**src/rtl/core_regs_pkg.sv**
```systemverilog
// Shared definitions for the core register bank and its read selector.
// Holds the 8-bit register code space, the datapath width and the
// increment-target helper used by the bus-write decoder.
package core_regs_pkg;

  localparam int DATA_W = 16;

  // Register codes, shared between the bus-write decoder and the read selector
  localparam logic [7:0] SEL_N       = 8'd1;
  localparam logic [7:0] SEL_M       = 8'd2;
  localparam logic [7:0] SEL_P       = 8'd3;
  localparam logic [7:0] SEL_R1      = 8'd4;
  localparam logic [7:0] SEL_ROW     = 8'd5;
  localparam logic [7:0] SEL_COL     = 8'd6;
  localparam logic [7:0] SEL_CURR    = 8'd7;
  localparam logic [7:0] SEL_SUM     = 8'd8;
  localparam logic [7:0] SEL_STA     = 8'd9;
  localparam logic [7:0] SEL_STB     = 8'd10;
  localparam logic [7:0] SEL_STC     = 8'd11;
  localparam logic [7:0] SEL_A       = 8'd12;
  localparam logic [7:0] SEL_B       = 8'd13;
  localparam logic [7:0] SEL_R       = 8'd14;
  localparam logic [7:0] SEL_CORE_ID = 8'd15;

  // Number of bus-writable registers (codes SEL_N..SEL_R)
  localparam int NUM_WR = 14;

  // Loop/index registers that support in-place increment: R1, ROW, COL, CURR
  function automatic logic is_inc_target(input logic [7:0] code);
    return (code >= SEL_R1) && (code <= SEL_CURR);
  endfunction

endpackage

```
**src/rtl/wfb_cnt_reg.sv**
```systemverilog
// Purpose: one DATA_W register with synchronous clear, bus load and +1 increment.
// Latency: one cycle from ld/inc to q.
// Backpressure: none; every ld/inc is applied in the cycle it is presented.
//
// Ports: clk, rst (sync, active-high), clr, ld (load d), inc (q+1), d, q.
// Priority: rst > clr > ld > inc, so a load in the same cycle discards the increment.
module wfb_cnt_reg
  import core_regs_pkg::*;
(
  input  logic              clk,
  input  logic              rst,
  input  logic              clr,
  input  logic              ld,
  input  logic              inc,
  input  logic [DATA_W-1:0] d,
  output logic [DATA_W-1:0] q
);

  always_ff @(posedge clk) begin
    if (rst) begin
      q <= '0;
    end else if (clr) begin
      q <= '0;
    end else if (ld) begin
      q <= d;
    end else if (inc) begin
      // Wraps naturally from all-ones to zero
      q <= q + DATA_W'(1);
    end
  end

endmodule

```
**src/rtl/wfb_decoder.sv**
```systemverilog
// Purpose: bus-write register bank; latches datain into the register picked by wfb_sel.
// Latency: one cycle; a write at edge k is visible on reg_* right after edge k.
// Backpressure: none; every write/increment strobe is accepted in its cycle.
//
// Ports: clk, rst (sync, active-high), wfb_en/wfb_sel/datain (bus write),
//   inc_en/inc_sel (increment, only with WFB_INC_EN), clr (clear writable regs),
//   reg_N..reg_R (14 writable registers), reg_CoreID (constant), sel_err (sticky).
// Build option: define WFB_INC_EN to add the increment ports and logic for
//   R1, ROW, COL and CURR; otherwise those are plain bus-loaded registers.
module wfb_decoder
  import core_regs_pkg::*;
#(
  parameter logic [DATA_W-1:0] CORE_ID = 16'd0
) (
  input  logic              clk,
  input  logic              rst,
  input  logic              wfb_en,
  input  logic [7:0]        wfb_sel,
  input  logic [DATA_W-1:0] datain,
`ifdef WFB_INC_EN
  input  logic              inc_en,
  input  logic [7:0]        inc_sel,
`endif
  input  logic              clr,
  output logic [DATA_W-1:0] reg_N,
  output logic [DATA_W-1:0] reg_M,
  output logic [DATA_W-1:0] reg_P,
  output logic [DATA_W-1:0] reg_R1,
  output logic [DATA_W-1:0] reg_ROW,
  output logic [DATA_W-1:0] reg_COL,
  output logic [DATA_W-1:0] reg_CURR,
  output logic [DATA_W-1:0] reg_SUM,
  output logic [DATA_W-1:0] reg_STA,
  output logic [DATA_W-1:0] reg_STB,
  output logic [DATA_W-1:0] reg_STC,
  output logic [DATA_W-1:0] reg_A,
  output logic [DATA_W-1:0] reg_B,
  output logic [DATA_W-1:0] reg_R,
  output logic [DATA_W-1:0] reg_CoreID,
  output logic              sel_err
);

  // Only codes N..R are writable; 0, CoreID (15) and anything above are illegal
  logic wr_legal;
  logic wr_illegal;
  assign wr_legal   = wfb_en && (wfb_sel >= SEL_N) && (wfb_sel <= SEL_R);
  assign wr_illegal = wfb_en && !wr_legal;

  logic inc_illegal;
`ifdef WFB_INC_EN
  logic inc_legal;
  assign inc_legal   = inc_en && is_inc_target(inc_sel);
  assign inc_illegal = inc_en && !inc_legal;
`else
  assign inc_illegal = 1'b0;
`endif

  logic [DATA_W-1:0] reg_q [1:NUM_WR];

  for (genvar i = 1; i <= NUM_WR; i++) begin : g_reg
    logic              ld;
    logic [DATA_W-1:0] q;
    assign ld = wr_legal && (wfb_sel == 8'(i));

    if (is_inc_target(8'(i))) begin : g_cnt
      logic inc;
`ifdef WFB_INC_EN
      assign inc = inc_legal && (inc_sel == 8'(i));
`else
      assign inc = 1'b0;
`endif
      wfb_cnt_reg u_cnt (
        .clk (clk),
        .rst (rst),
        .clr (clr),
        .ld  (ld),
        .inc (inc),
        .d   (datain),
        .q   (q)
      );
    end else begin : g_flop
      always_ff @(posedge clk) begin
        if (rst || clr) begin
          q <= '0;
        end else if (ld) begin
          q <= datain;
        end
      end
    end

    assign reg_q[i] = q;
  end

  // CoreID only ever takes its reset value; clr and bus writes never touch it
  logic [DATA_W-1:0] core_id_q;
  always_ff @(posedge clk) begin
    if (rst) begin
      core_id_q <= CORE_ID;
    end
  end

  always_ff @(posedge clk) begin
    if (rst || clr) begin
      sel_err <= 1'b0;
    end else if (wr_illegal || inc_illegal) begin
      sel_err <= 1'b1;
    end
  end

  assign reg_N      = reg_q[1];
  assign reg_M      = reg_q[2];
  assign reg_P      = reg_q[3];
  assign reg_R1     = reg_q[4];
  assign reg_ROW    = reg_q[5];
  assign reg_COL    = reg_q[6];
  assign reg_CURR   = reg_q[7];
  assign reg_SUM    = reg_q[8];
  assign reg_STA    = reg_q[9];
  assign reg_STB    = reg_q[10];
  assign reg_STC    = reg_q[11];
  assign reg_A      = reg_q[12];
  assign reg_B      = reg_q[13];
  assign reg_R      = reg_q[14];
  assign reg_CoreID = core_id_q;

endmodule

```
**config.mk**
```make
export PLATFORM = sky130hd
export DESIGN_NAME = wfb_decoder
export DESIGN_NICKNAME = d
export VERILOG_FILES = /design/src/rtl/core_regs_pkg.sv /design/src/rtl/wfb_cnt_reg.sv /design/src/rtl/wfb_decoder.sv
export SDC_FILE = /design/constraint.sdc
export NUM_CORES = 1
export LEC_CHECK = 0
export CORE_MARGIN = 2
export CORE_UTILIZATION = 46
export CTS_CLUSTER_DIAMETER = 30
export DETAILED_ROUTE_END_ITERATION = 7
export GPL_ROUTABILITY_DRIVEN = 0
export PLACE_DENSITY = 0.79
export SETUP_SLACK_MARGIN = 0.2
export SLEW_MARGIN = 20
export SYNTH_ARGS = -nofsm -noshare
export SYNTH_HDL_FRONTEND = slang
export SYNTH_SLANG_ARGS = --single-unit
```
**constraint.sdc**
```tcl
create_clock -name clk -period 2.4 [get_ports clk]
set_clock_uncertainty 0.15 [all_clocks]
set_input_delay 0.48 -clock clk [delete_from_list [all_inputs] [get_ports clk]]
set_output_delay 0.48 -clock clk [all_outputs]
set_load 0.02 [all_outputs]
```
Word level (Yosys, flattened, before mapping)
Index checks and enable logic that the tools add are counted.

storage, ports and cells
  register bits after elaboration = 225
  input bits = 28
  output and inout bits = 241
  word-level logic and storage cells = 51

cells by class
  magnitude comparators = 2
  eq/ne operators = 14
  reductions and logical operators = 20

operators with widths
  cell                                                               number
  == test 8 x 4 -> 1 bit, second input constant                      7
  == test 8 x 3 -> 1 bit, second input constant                      4
  logical AND 1 bit                                                  17
  == test 8 x 2 -> 1 bit, second input constant                      2
  == test 8 x 1 -> 1 bit, second input constant                      1
  greater-or-equal comparator 8 x 1 -> 1 bit, second input constant  1
  less-or-equal comparator 8 x 4 -> 1 bit, second input constant     1
  OR reduction 2 bit                                                 1
  zero test 1 bit                                                    1
  logical OR 1 bit                                                   1

Longest topological paths before layout
Gate-level depths: netlist (run 1).

  depth in word-level cells = 5
  mapped depth = 5
  mapped depth without buffers = 3

Hierarchy
A second synthesis (run 1) with hierarchy kept.

second synthesis, totals
  cell total of the unflattened synthesis = 978
  area, all modules = 9628.0 µm²

by module, submodules not included
  module       instances  cells an instance  area an instance (µm²)  seq. area each (µm²)
  wfb_decoder  1          578                6119.6                  3223.1
  wfb_cnt_reg  4          100                877.1                   320.3

Worst setup path before layout (run 1)
Ideal clock, no wire load.

  kind = input to register
  start = input port wfb_sel[7]
  end = register g_reg[12].q[11], in the netlist reg_A[11]
  setup time = 0.132 ns
  data arrival time = 1.658 ns
  slack = 0.460 ns
  stages = 5
  cell sequence = nor4_4 > buf_12 > nand4_4 > buf_6 > mux2i_1

between the ends
  word-level cells in the longest chain between the ends = 4
  elaborated cells between the ends (all ways) = 6
  those cells by class = order compare (2); eq/ne (1); reduce/logical (3)

RTL lines
  what                                        line               text
  from (decl)                                 wfb_decoder.sv:18  input logic [7:0] wfb_sel,
  greater-or-equal comparator 8 x 1 -> 1 bit  wfb_decoder.sv:46  assign wr_legal = wfb_en && (wfb_sel >= SEL_N) && (wfb_sel <= SEL_R);
  logical AND 1 bit (2 in series)             wfb_decoder.sv:46
  logical AND 1 bit *                         wfb_decoder.sv:63  assign ld = wr_legal && (wfb_sel == 8'(i));
  to (signal assigned)                        wfb_decoder.sv:86  q <= datain;
  to (decl)                                   wfb_decoder.sv:62  logic [DATA_W-1:0] q;

Every way passes the cells marked *; elsewhere a longest branch is shown, timed or not.
A chain may end at the register's enable or synchronous reset.

Final worst setup path (run 1)
  start = register g_reg[4].g_cnt.u_cnt.q[15]
  end = output port reg_R1[15]

RTL lines
  what                    line               text
  from (decl)             wfb_cnt_reg.sv:16  output logic [DATA_W-1:0] q
  from (signal assigned)  wfb_cnt_reg.sv:28  q <= q + DATA_W'(1);
  to (decl)               wfb_decoder.sv:28  output logic [DATA_W-1:0] reg_R1,

No word-level cell between the ends.

==> impl_metrics.py, run 1 <==
metrics = {
    "setup_path": {
        "worstPathCellList": "clkdlybuf4s50_1",
        "startpoint": "g_reg[4].g_cnt.u_cnt.q[15]",
        "arrival_ps": 1530,
        "end_kind": "output pin",
        "r2r_cells": 2,
        "critical_path_buf_inv_count": 1,
        "crit_path_top_delay_cell": "clkdlybuf4s50_1",
        "worstPathMaxFanout": 2,
        "critPathTopFamily": "buffers and inverters",
        "worstSetupStartpointType": "flop",
        "r2r_slack_ps": 1600,
        "max_stage_delay_ps": 640,
        "r2r-end": "reg_STB[6]",
        "path_class": "flop to output pin",
        "crit_required_ps": 1770,
        "r2r-start": "reg_STB[6]",
    },
    "floorplan": {
        "start_util_pct": 47.1,
        "design.die.area_um2": 19600,
        "fp.dieW_um": 140,
        "die_height_um": 140,
        "ios": 269,
        "rows": 49,
        "core_um2": 18000,
    },
    "route": {
        "vias_per_cell": 5.04,
        "postRouteAntennaNets": 0,
        "drtIter0Drc": 255,
        "drt-wirelength-per-cell_um": 19.0,
        "wl_um": 25500,
        "drt_first_pass_iters": 5,
        "via_count": 6759,
        "drc": 0,
    },
    "worst_hold_path": {
        "min_to": "g_reg[6].g_cnt.u_cnt.q[14]",
        "hold-path-cell-count": 2,
        "holdCritStartpoint": "g_reg[6].g_cnt.u_cnt.q[14]",
        "hold_path.class": "flop to flop",
    },
    "clock_tree": {
        "cts_tree": "done",
        "path_clk_slew_ps": 50,
        "cts_max_path_buffers": 3,
        "postCtsSetupBuffers": 0,
        "ctsHtreeMaxLevel": 2,
        "root_buffer": "clkbuf_16",
        "cts_made_buffers": 43,
        "clkLatencyLatePin_ps": 500,
        "clock-sinks": 225,
        "cts_hold_buf": 0,
    },
    "placed_design": {
        "hpwl_um": 16300,
        "dpl_cell_area_um2": 11500,
        "port_buffers": 252,
    },
    "power_and_ir_drop": {
        "seqPwrFrac_pct": 37.2,
        "p_leak_nw": 6.31,
        "power_density_nw_per_um2": 775,
        "ir_drop_uv": 665,
        "swShare_pct": 21.4,
        "p_switching_w": 0.00215,
        "combinationalPowerShare_pct": 3.2,
        "p_clk_share_pct": 59.6,
        "fin_total_pwr_w": 0.0101,
        "p_int_w": 0.00793,
    },
    "global_route": {
        "antenna_found_initial": 0,
        "grt_pass1_vias": 6750,
        "grt_pass1_wl_um": 38900,
        "grt_max_degree": 62,
        "gr-total-overflow": 0,
        "grt_usage_pct": 25.6,
    },
    "finish": {
        "drive_gt1_share_pct": 12.2,
        "largest_reg_flops": 64,
        "syn_to_final_growth_pct": 53.2,
        "num_antenna_cells": 0,
        "final_core_util_pct": 72.1,
        "layout_commonest_cell": "clkdlybuf4s50_1",
        "multi_input_area_um2": 3570,
        "most-common-layout-cells": "clkdlybuf4s50_1 (250), nand2_1 (242), dfxtp_1 (225)",
        "regMostFlops": "g.g_cnt.u_cnt.q",
        "fillers": 1293,
        "final_area_um2": 13000,
        "ff_latch_area_um2": 4500,
        "fin_nets": 1105,
    },
    "synth": {
        "ys_types": 18,
        "synth-seq-cells": 225,
        "synth_area_per_cell_um2": 10.6,
        "ys_seq_area_share_pct": 53.1,
        "yosysWarnings": 0,
        "syn-cell-area_um2": 8490,
        "synth_cells": 800,
    },
    "timing": {
        "timing_hold_violations_final": 0,
        "tns_ps": 0,
        "fmax_ghz": 0.462,
        "rsz0062_at_grt": "no",
        "fin_crit_ps": 2160,
        "hold-worst-slack_ps": 303,
        "finalMaxSlewViolations": 0,
        "setup_viol": 0,
        "period_share_pct": 90.2,
    },
    "flow_run": {
        "drv_cap": 0,
    },
    "run_status": {
        "status": "finished, final reports clean",
    },
}
[cell type report]
cell class | count | share of cell area [%]
Clock inverter | 21 | 1.89
Tap cell | 229 | 2.20
Multi-Input combinational cell | 509 | 27.5
Sequential cell | 225 | 34.6
Timing Repair Buffer | 298 | 24.2
Clock buffer | 59 | 9.59
[stage by stage]
stage                     instances  setup slack [ps]
after CTS                      1341               221
after detailed placement       1261              84.4
after global routing           1341               207
after global placement         1261               103
after floorplan                 815               460
final                          1341               235
[worst register-to-register path, cell delays in order, from the launching register on]
cell	delay, ps
dfxtp_1	320
nand2_1	70
mux2i_1	180
[how the worst max path moves through the flow]
stage                                      to  cells after the start
floorplan                           reg_A[11]                      5
global placement    g_reg[7].g_cnt.u_cnt.q[8]                      6
detailed placement  g_reg[7].g_cnt.u_cnt.q[6]                      6
CTS                                reg_R1[15]                      1
global route                       reg_R1[15]                      1
finish                             reg_R1[15]                      1
[cells in the mapped netlist]
| cell | n | area, um^2 |
|---|---|---|
| and2_1 | 2 | 12.5 |
| buf_6 | 10 | 113 |
| nand4_4 | 10 | 213 |
| buf_12 | 1 | 20.0 |
| dfxtp_1 | 225 | 4500 |
| clkbuf_1 | 48 | 180 |
| nand4_2 | 4 | 50.1 |
| nor2_1 | 3 | 11.3 |
| o21ai_0 | 1 | 5.00 |
| nor4_4 | 1 | 21.3 |
| or4_1 | 1 | 7.51 |
| nor2b_1 | 4 | 25.0 |
| a221oi_1 | 1 | 8.76 |
| nand2_1 | 242 | 908 |
| buf_4 | 21 | 158 |
| conb_1 | 1 | 3.75 |
| buf_2 | 1 | 5.00 |
| mux2i_1 | 224 | 2240 |
[metal layers]
metal,vias to the layer above,part of all wire [%],global-route usage [%]
met5,-,0,0
met3,41,11,8.95
met2,270,46,40.9
met1,3261,41,32.1
met4,0,2.3,8.95
li1,3187,-,-
[power by group through the flow]
stage	Sequential (W)	Combinational, W	Clock (W)
final	0.00375	0.000326	0.00600
after global routing	0.00374	0.000345	0.00629
after floorplan	0.00382	0.000182	0
after global placement	0.00382	0.000324	0
after CTS	0.00375	0.000326	0.00610
after detailed placement	0.00382	0.000324	0
[kinds of logic after synthesis]
group	Yosys count	share of synthesized area, %
compound gates	2	0.162
other cells	1	0.0442
mux	224	26.4
flops	225	53.1
buf+inv	81	5.60
simple gates	267	14.7
[what timing repair did]
action | 4_1_cts | 5_1_grt
resized for setup | 0 | 2
endpoints found under the setup margin | 0 | 2
hold endpoints to repair | 0 | 0
Power figures use the tool's default switching activity.
==> inputs of run 2 (changes only) <==
- CORE_UTILIZATION: 46 -> 48
- PLACE_DENSITY: 0.79 -> 0.8
- RECOVER_POWER: not set -> 50
- SYNTH_HIERARCHICAL: not set -> 1
- clock period: 2.4 -> 2 ns (I/O delays scaled with it)
==> run 2 against run 1 <==
Cell area rose by 12%. Worst hold slack improved by 2.0 ps. Die area rose by 8.4%. Final cell count rose by 24%. Global-route usage rose by 5.2 points. Synthesized area rose by 13%. Sequential power rose by 20%. Total power rose by 22%. Setup slack got worse by 100 ps. Clock power rose by 20%. First-iteration DRC count rose by 69%. Largest power group unchanged.
==> impl_metrics.py, run 2 <==
metrics = {
    "run_status": {
        "status": "finished, final reports clean",
    },
    "synth": {
        "ys_types": 38,
        "synth_top_area_share_pct": 46.8,
        "synth.largest_area_cell": "dfxtp_1",
        "synth_edf_count": 0,
        "synth.most_common_cell": "dfxtp_1",
        "synthTopCellsByArea": "dfxtp_1 (47%), mux2i_1 (18%), nand2_1 (7.7%)",
        "syn-cell-area_um2": 9630,
        "ys_seq_area_share_pct": 46.8,
        "synthTopCellsByCount": "dfxtp_1 (225), nand2_1 (197), mux2i_1 (172)",
        "synth_cells": 978,
        "synth_ff_type": "dfxtp_1",
        "yosysWarnings": 6,
        "synth_area_per_cell_um2": 9.84,
        "synth-seq-cells": 225,
        "async_flop_share_pct": 0,
    },
    "finish": {
        "most-common-layout-cells": "dfxtp_1 (205), nand2_1 (197), mux2i_1 (172)",
        "largest_reg_flops": 64,
        "syn_to_final_growth_pct": 51.6,
        "final_cell_count_no_fill": 1659,
        "drive_gt1_share_pct": 18.7,
        "final_area_um2": 14600,
        "num_antenna_cells": 0,
        "fin_nets": 1398,
        "regMostFlops": "g.g_cnt.u_cnt/q",
        "layout_commonest_cell": "dfxtp_1",
    },
    "global_route": {
        "antenna_found_initial": 0,
        "grt_usage_pct": 30.7,
        "grt_pass1_vias": 9099,
        "gr-usage-met2_pct": 50.9,
        "grt_max_degree": 41,
        "busiest_layer": "met2",
        "grt_pass1_wl_um": 51300,
        "gr-usage-met3_pct": 9.56,
        "grtUsageMet1_pct": 35.5,
        "gr-total-overflow": 0,
    },
    "floorplan": {
        "die_height_um": 146,
        "core_um2": 19600,
        "design.die.area_um2": 21200,
        "ios": 269,
        "rows": 51,
        "start_util_pct": 49.1,
        "fp.dieW_um": 146,
    },
    "route": {
        "drtIter0Drc": 430,
        "drt_first_pass_iters": 5,
        "via_count": 8993,
        "wl_um": 33300,
        "vias_per_cell": 5.42,
        "drt-wirelength-per-cell_um": 20.1,
        "drc": 0,
        "postRouteAntennaNets": 0,
    },
    "timing": {
        "tightestPinTransition_ps": 592,
        "slew_headroom_pct": 60.5,
        "period_share_pct": 93.3,
        "fmax_ghz": 0.536,
        "fin_crit_ps": 1870,
        "setup_viol": 0,
        "setup_ws_ps": 135,
        "timing_hold_violations_final": 0,
        "finalMaxSlewViolations": 0,
        "rsz0062_at_grt": "yes",
    },
    "clock_tree": {
        "clock-sinks": 225,
        "clkLatencyLatePin_ps": 500,
        "cts_max_path_buffers": 3,
        "cts_made_buffers": 40,
        "root_buffer": "clkbuf_16",
        "cts_hold_buf": 0,
        "ctsHtreeMaxLevel": 2,
        "cts_tree": "done",
        "path_clk_slew_ps": 50,
    },
    "worst_hold_path": {
        "hold_path.class": "flop to flop",
        "hold-path-cell-count": 2,
    },
    "setup_path": {
        "worstSetupStartpointType": "primary input",
        "worstPathMaxFanout": 23,
        "path_class": "primary input to flop",
        "end_kind": "flop",
        "crit_required_ps": 2270,
        "arrival_ps": 2140,
        "r2r_cells": 4,
    },
    "power_and_ir_drop": {
        "p_leak_nw": 7.23,
        "ir_drop_uv": 832,
        "power_density_nw_per_um2": 839,
    },
    "placed_design": {
        "dp_slack_ps": -445,
        "dpl_cell_area_um2": 13500,
        "hpwl_um": 22600,
        "place_inst": 1587,
        "port_buffers": 252,
    },
    "flow_run": {
        "drv_cap": 0,
    },
}
run 2: cell types whose count changed after synthesis, moves of 8 or more:
cell and delta:
mux2i_1 -52, nor4_2 +12, nand4_1 +9, nor3_1 +17, xnor2_1 +52, xor2_1 +8, o21ai_0 +47, nand2_1 -45
nor2_1 +36, clkbuf_1 -21, inv_1 +9, nand3_1 +12, nand4_2 +8, a21oi_1 +56
run 2: cell families after synthesis:
logic type | Yosys count | synth area share, %
other | 1 | 0.0389
and+or+nand+nor | 335 | 19.5
adders and majority gates | 4 | 0.520
DFF | 225 | 46.8
AOI/OAI and AO/OA | 106 | 5.58
buffers and inverters | 75 | 4.21
muxes | 172 | 17.9
xor gates and xnor gates | 60 | 5.46
run 2: area by class of cell:
cell class,count,area [um^2]
flip-flops and latches,225,4530
fillers,1392,5000
clock buffers,51,1110
multi-input cells,717,4910
inverters,13,66.3
clock inverters,19,317
well taps,265,332
repair buffers,369,3320
run 2: layer usage:
layer	vias up	routed length [um]
li1	4092	-
met5	-	0
met1	4314	12700
met2	460	15600
met3	127	3020
met4	0	1970
run 2: metrics by stage:
stage	power, W	hold slack, ps	util (%)	setup TNS, ps
floorplan	0.00486	383	-	-4630
global placement	0.00515	291	68.7	-44260
detailed placement	0.00515	299	68.7	-51910
CTS	0.0123	307	75.2	0
global route	0.0125	325	74.5	0
finish	0.0122	305	74.5	0
run 2: worst max-delay path, cell delays in order:
cell             delay, ps
clkdlybuf4s50_1        450
nor2_1                 410
buf_12                 250
nand2_1                 90
clkbuf_2               310
mux2i_1                220
run 2: final timing paths:
| path | startpoint | end | slack, ps |
|---|---|---|---|
| worst max register to register | g_reg[5].g_cnt.u_cnt/q[4] | g_reg[5].g_cnt.u_cnt/q[4] | 880 |
| worst max-delay path | clr | reg_A[13] | 130 |
| worst min register to register | reg_N[12] | reg_N[12] | 310 |
| worst min-delay path | reg_N[12] | reg_N[12] | 310 |
run 2: power by group:
group | internal (W) | switching, W | total, W
clock | 0.00494 | 0.00224 | 0.00718
combinational | 0.000197 | 0.000356 | 0.000553
sequential | 0.00450 | 0.0000113 | 0.00451
run 2: repair_timing:
action,in CTS,in global routing
buffers inserted,0,0
pin swaps,3,4
gates cloned,2,0
endpoints found under the setup margin,286,90
resized for setup,297,64
==> inputs of run 3 (changes only) <==
- ABC_AREA: not set -> 0
- CORE_MARGIN: 2 -> not set
==> run 3 against run 2 <==
Sequential power is essentially flat. Cell area is 1.1% lower. Highest routed layer unchanged. Combinational power up 0.7%. Register-to-register slack about the same. Clock power shrank 9.2%. Largest cell class unchanged. Non-clock buffer count is 8 lower. Sequential share of layout area rose by 0.39 points. Total power shrank 5.4%. Global-route usage up 0.76 points. Utilization down 0.84 points.
==> impl_metrics.py, run 3 (synthesis results as in run 2) <==
metrics = {
    "run_status": {
        "status": "finished, final reports clean",
    },
    "global_route": {
        "grt_pass1_vias": 8885,
        "antenna_found_initial": 0,
        "grt_max_degree": 52,
        "grt_pass1_wl_um": 48800,
        "gr-total-overflow": 0,
        "grt_usage_pct": 31.5,
    },
    "placed_design": {
        "place_inst": 1577,
        "hpwl_um": 21900,
        "port_buffers": 252,
        "dpl_cell_area_um2": 13400,
    },
    "clock_tree": {
        "ctsHtreeMaxLevel": 2,
        "path_clk_slew_ps": 50,
        "clock-sinks": 225,
        "cts_tree": "done",
        "cts_hold_buf": 0,
        "root_buffer": "clkbuf_16",
        "cts_made_buffers": 40,
        "clkLatencyLatePin_ps": 520,
        "cts_max_path_buffers": 3,
    },
    "finish": {
        "regMostFlops": "g.g_cnt.u_cnt/q",
        "final_cell_count_no_fill": 1652,
        "num_antenna_cells": 0,
        "largest_reg_flops": 64,
        "syn_to_final_growth_pct": 49.8,
        "most-common-layout-cells": "dfxtp_1 (201), nand2_1 (197), mux2i_1 (172)",
        "fillers": 1415,
        "layout_commonest_cell": "dfxtp_1",
        "drive_gt1_share_pct": 21.5,
        "final_area_um2": 14400,
        "fin_nets": 1390,
    },
    "power_and_ir_drop": {
        "seqPwrFrac_pct": 38.9,
        "p_switching_w": 0.00269,
        "swShare_pct": 23.2,
        "p_int_w": 0.00890,
        "p_clk_share_pct": 56.2,
        "fin_total_pwr_w": 0.0116,
        "combinationalPowerShare_pct": 4.8,
        "p_leak_nw": 6.94,
        "power_density_nw_per_um2": 803,
        "ir_drop_uv": 807,
    },
    "timing": {
        "tns_ps": 0,
        "slew_headroom_pct": 58.6,
        "setup_viol": 0,
        "fin_crit_ps": 1850,
        "finalMaxSlewViolations": 0,
        "tightestPinTransition_ps": 621,
        "hold-worst-slack_ps": 304,
        "fmax_ghz": 0.539,
        "timing_hold_violations_final": 0,
        "period_share_pct": 92.7,
        "rsz0062_at_grt": "no",
    },
    "setup_path": {
        "crit_path_top_delay_cell": "o21ai_0",
        "crit_required_ps": 2250,
        "worstPathCellList": "dlygate4sd2_1, nor2b_1, nand4b_1, clkbuf_4, buf_4, nor2b_4, clkinv_2, buf_12, o21ai_0, a21oi_2",
        "path_class": "primary input to flop",
        "end_kind": "flop",
        "worstSetupStartpointType": "primary input",
        "worstPathMaxFanout": 22,
        "max_stage_delay_ps": 270,
        "arrival_ps": 2100,
    },
    "floorplan": {
        "start_util_pct": 49.1,
        "core_um2": 19600,
        "ios": 269,
        "rows": 51,
        "fp.dieW_um": 144,
        "die_height_um": 144,
        "design.die.area_um2": 20600,
    },
    "route": {
        "wl_um": 32500,
        "drt-wirelength-per-cell_um": 19.7,
        "drt_first_pass_iters": 5,
        "drc": 0,
        "drtIter0Drc": 431,
        "vias_per_cell": 5.37,
        "postRouteAntennaNets": 0,
        "via_count": 8874,
    },
    "flow_run": {
        "drv_cap": 0,
    },
    "worst_hold_path": {
        "hold_path.class": "flop to flop",
    },
}
[run 3: final timing paths]
check | start | end | slack [ps] | cells after the start
worst max-delay path | wfb_sel[7] | g_reg[6].g_cnt.u_cnt/q[6] | 150 | 10
worst min-delay path | reg_STA[5] | reg_STA[5] | 300 | 2
worst max register to register | g_reg[4].g_cnt.u_cnt/q[0] | g_reg[4].g_cnt.u_cnt/q[0] | 870 | 5
worst min register to register | reg_STA[5] | reg_STA[5] | 300 | 2
[run 3: metal layers]
metal | track usage, % | share of wire [%] | wire [um]
met3 | 8.80 | 8.3 | 2710
met5 | 0 | 0 | 0
met4 | 21.7 | 6.8 | 2210
met1 | 36.1 | 39 | 12600
met2 | 50.9 | 46 | 15000
[run 3: layout make-up]
class | count | area, um^2 | area share, %
Clock inverter | 20 | 199 | 1.38
Clock buffer | 51 | 1110 | 7.71
Timing Repair Buffer | 361 | 3240 | 22.5
Tap cell | 265 | 332 | 2.30
Sequential cell | 225 | 4530 | 31.4
Inverter | 13 | 53.8 | 0.373
Multi-Input combinational cell | 717 | 4960 | 34.4
[run 3: worst max-delay path: cells and delay by family]
family                 cells  cell delay (ps)
AO/OA/AOI/OAI              2              320
buffers and inverters      5              800
AND/OR/NAND/NOR            3              570
[run 3: stage by stage]
step           util (%)  worst slack, ps
2_1_floorplan         -             -208
3_3_place_gp       68.5             -393
3_5_place_dp       68.5             -443
4_1_cts            74.9             62.4
5_1_grt            73.6              101
6_report           73.6              145
[run 3: repair_timing]
item	in CTS	in global routing
gates resized for setup	349	101
setup endpoints to repair	282	102
setup buffers	1	1
gates cloned	2	0
pin swaps	4	4
[run 3: power by group through the flow]
| stage | clock [W] | sequential [W] | combinational [W] |
|---|---|---|---|
| 3_3_place_gp | 0 | 0.00460 | 0.000546 |
| 6_report | 0.00652 | 0.00451 | 0.000557 |
| 2_1_floorplan | 0 | 0.00461 | 0.000248 |
| 3_5_place_dp | 0 | 0.00460 | 0.000550 |
| 5_1_grt | 0.00680 | 0.00451 | 0.000587 |
| 4_1_cts | 0.00655 | 0.00451 | 0.000553 |
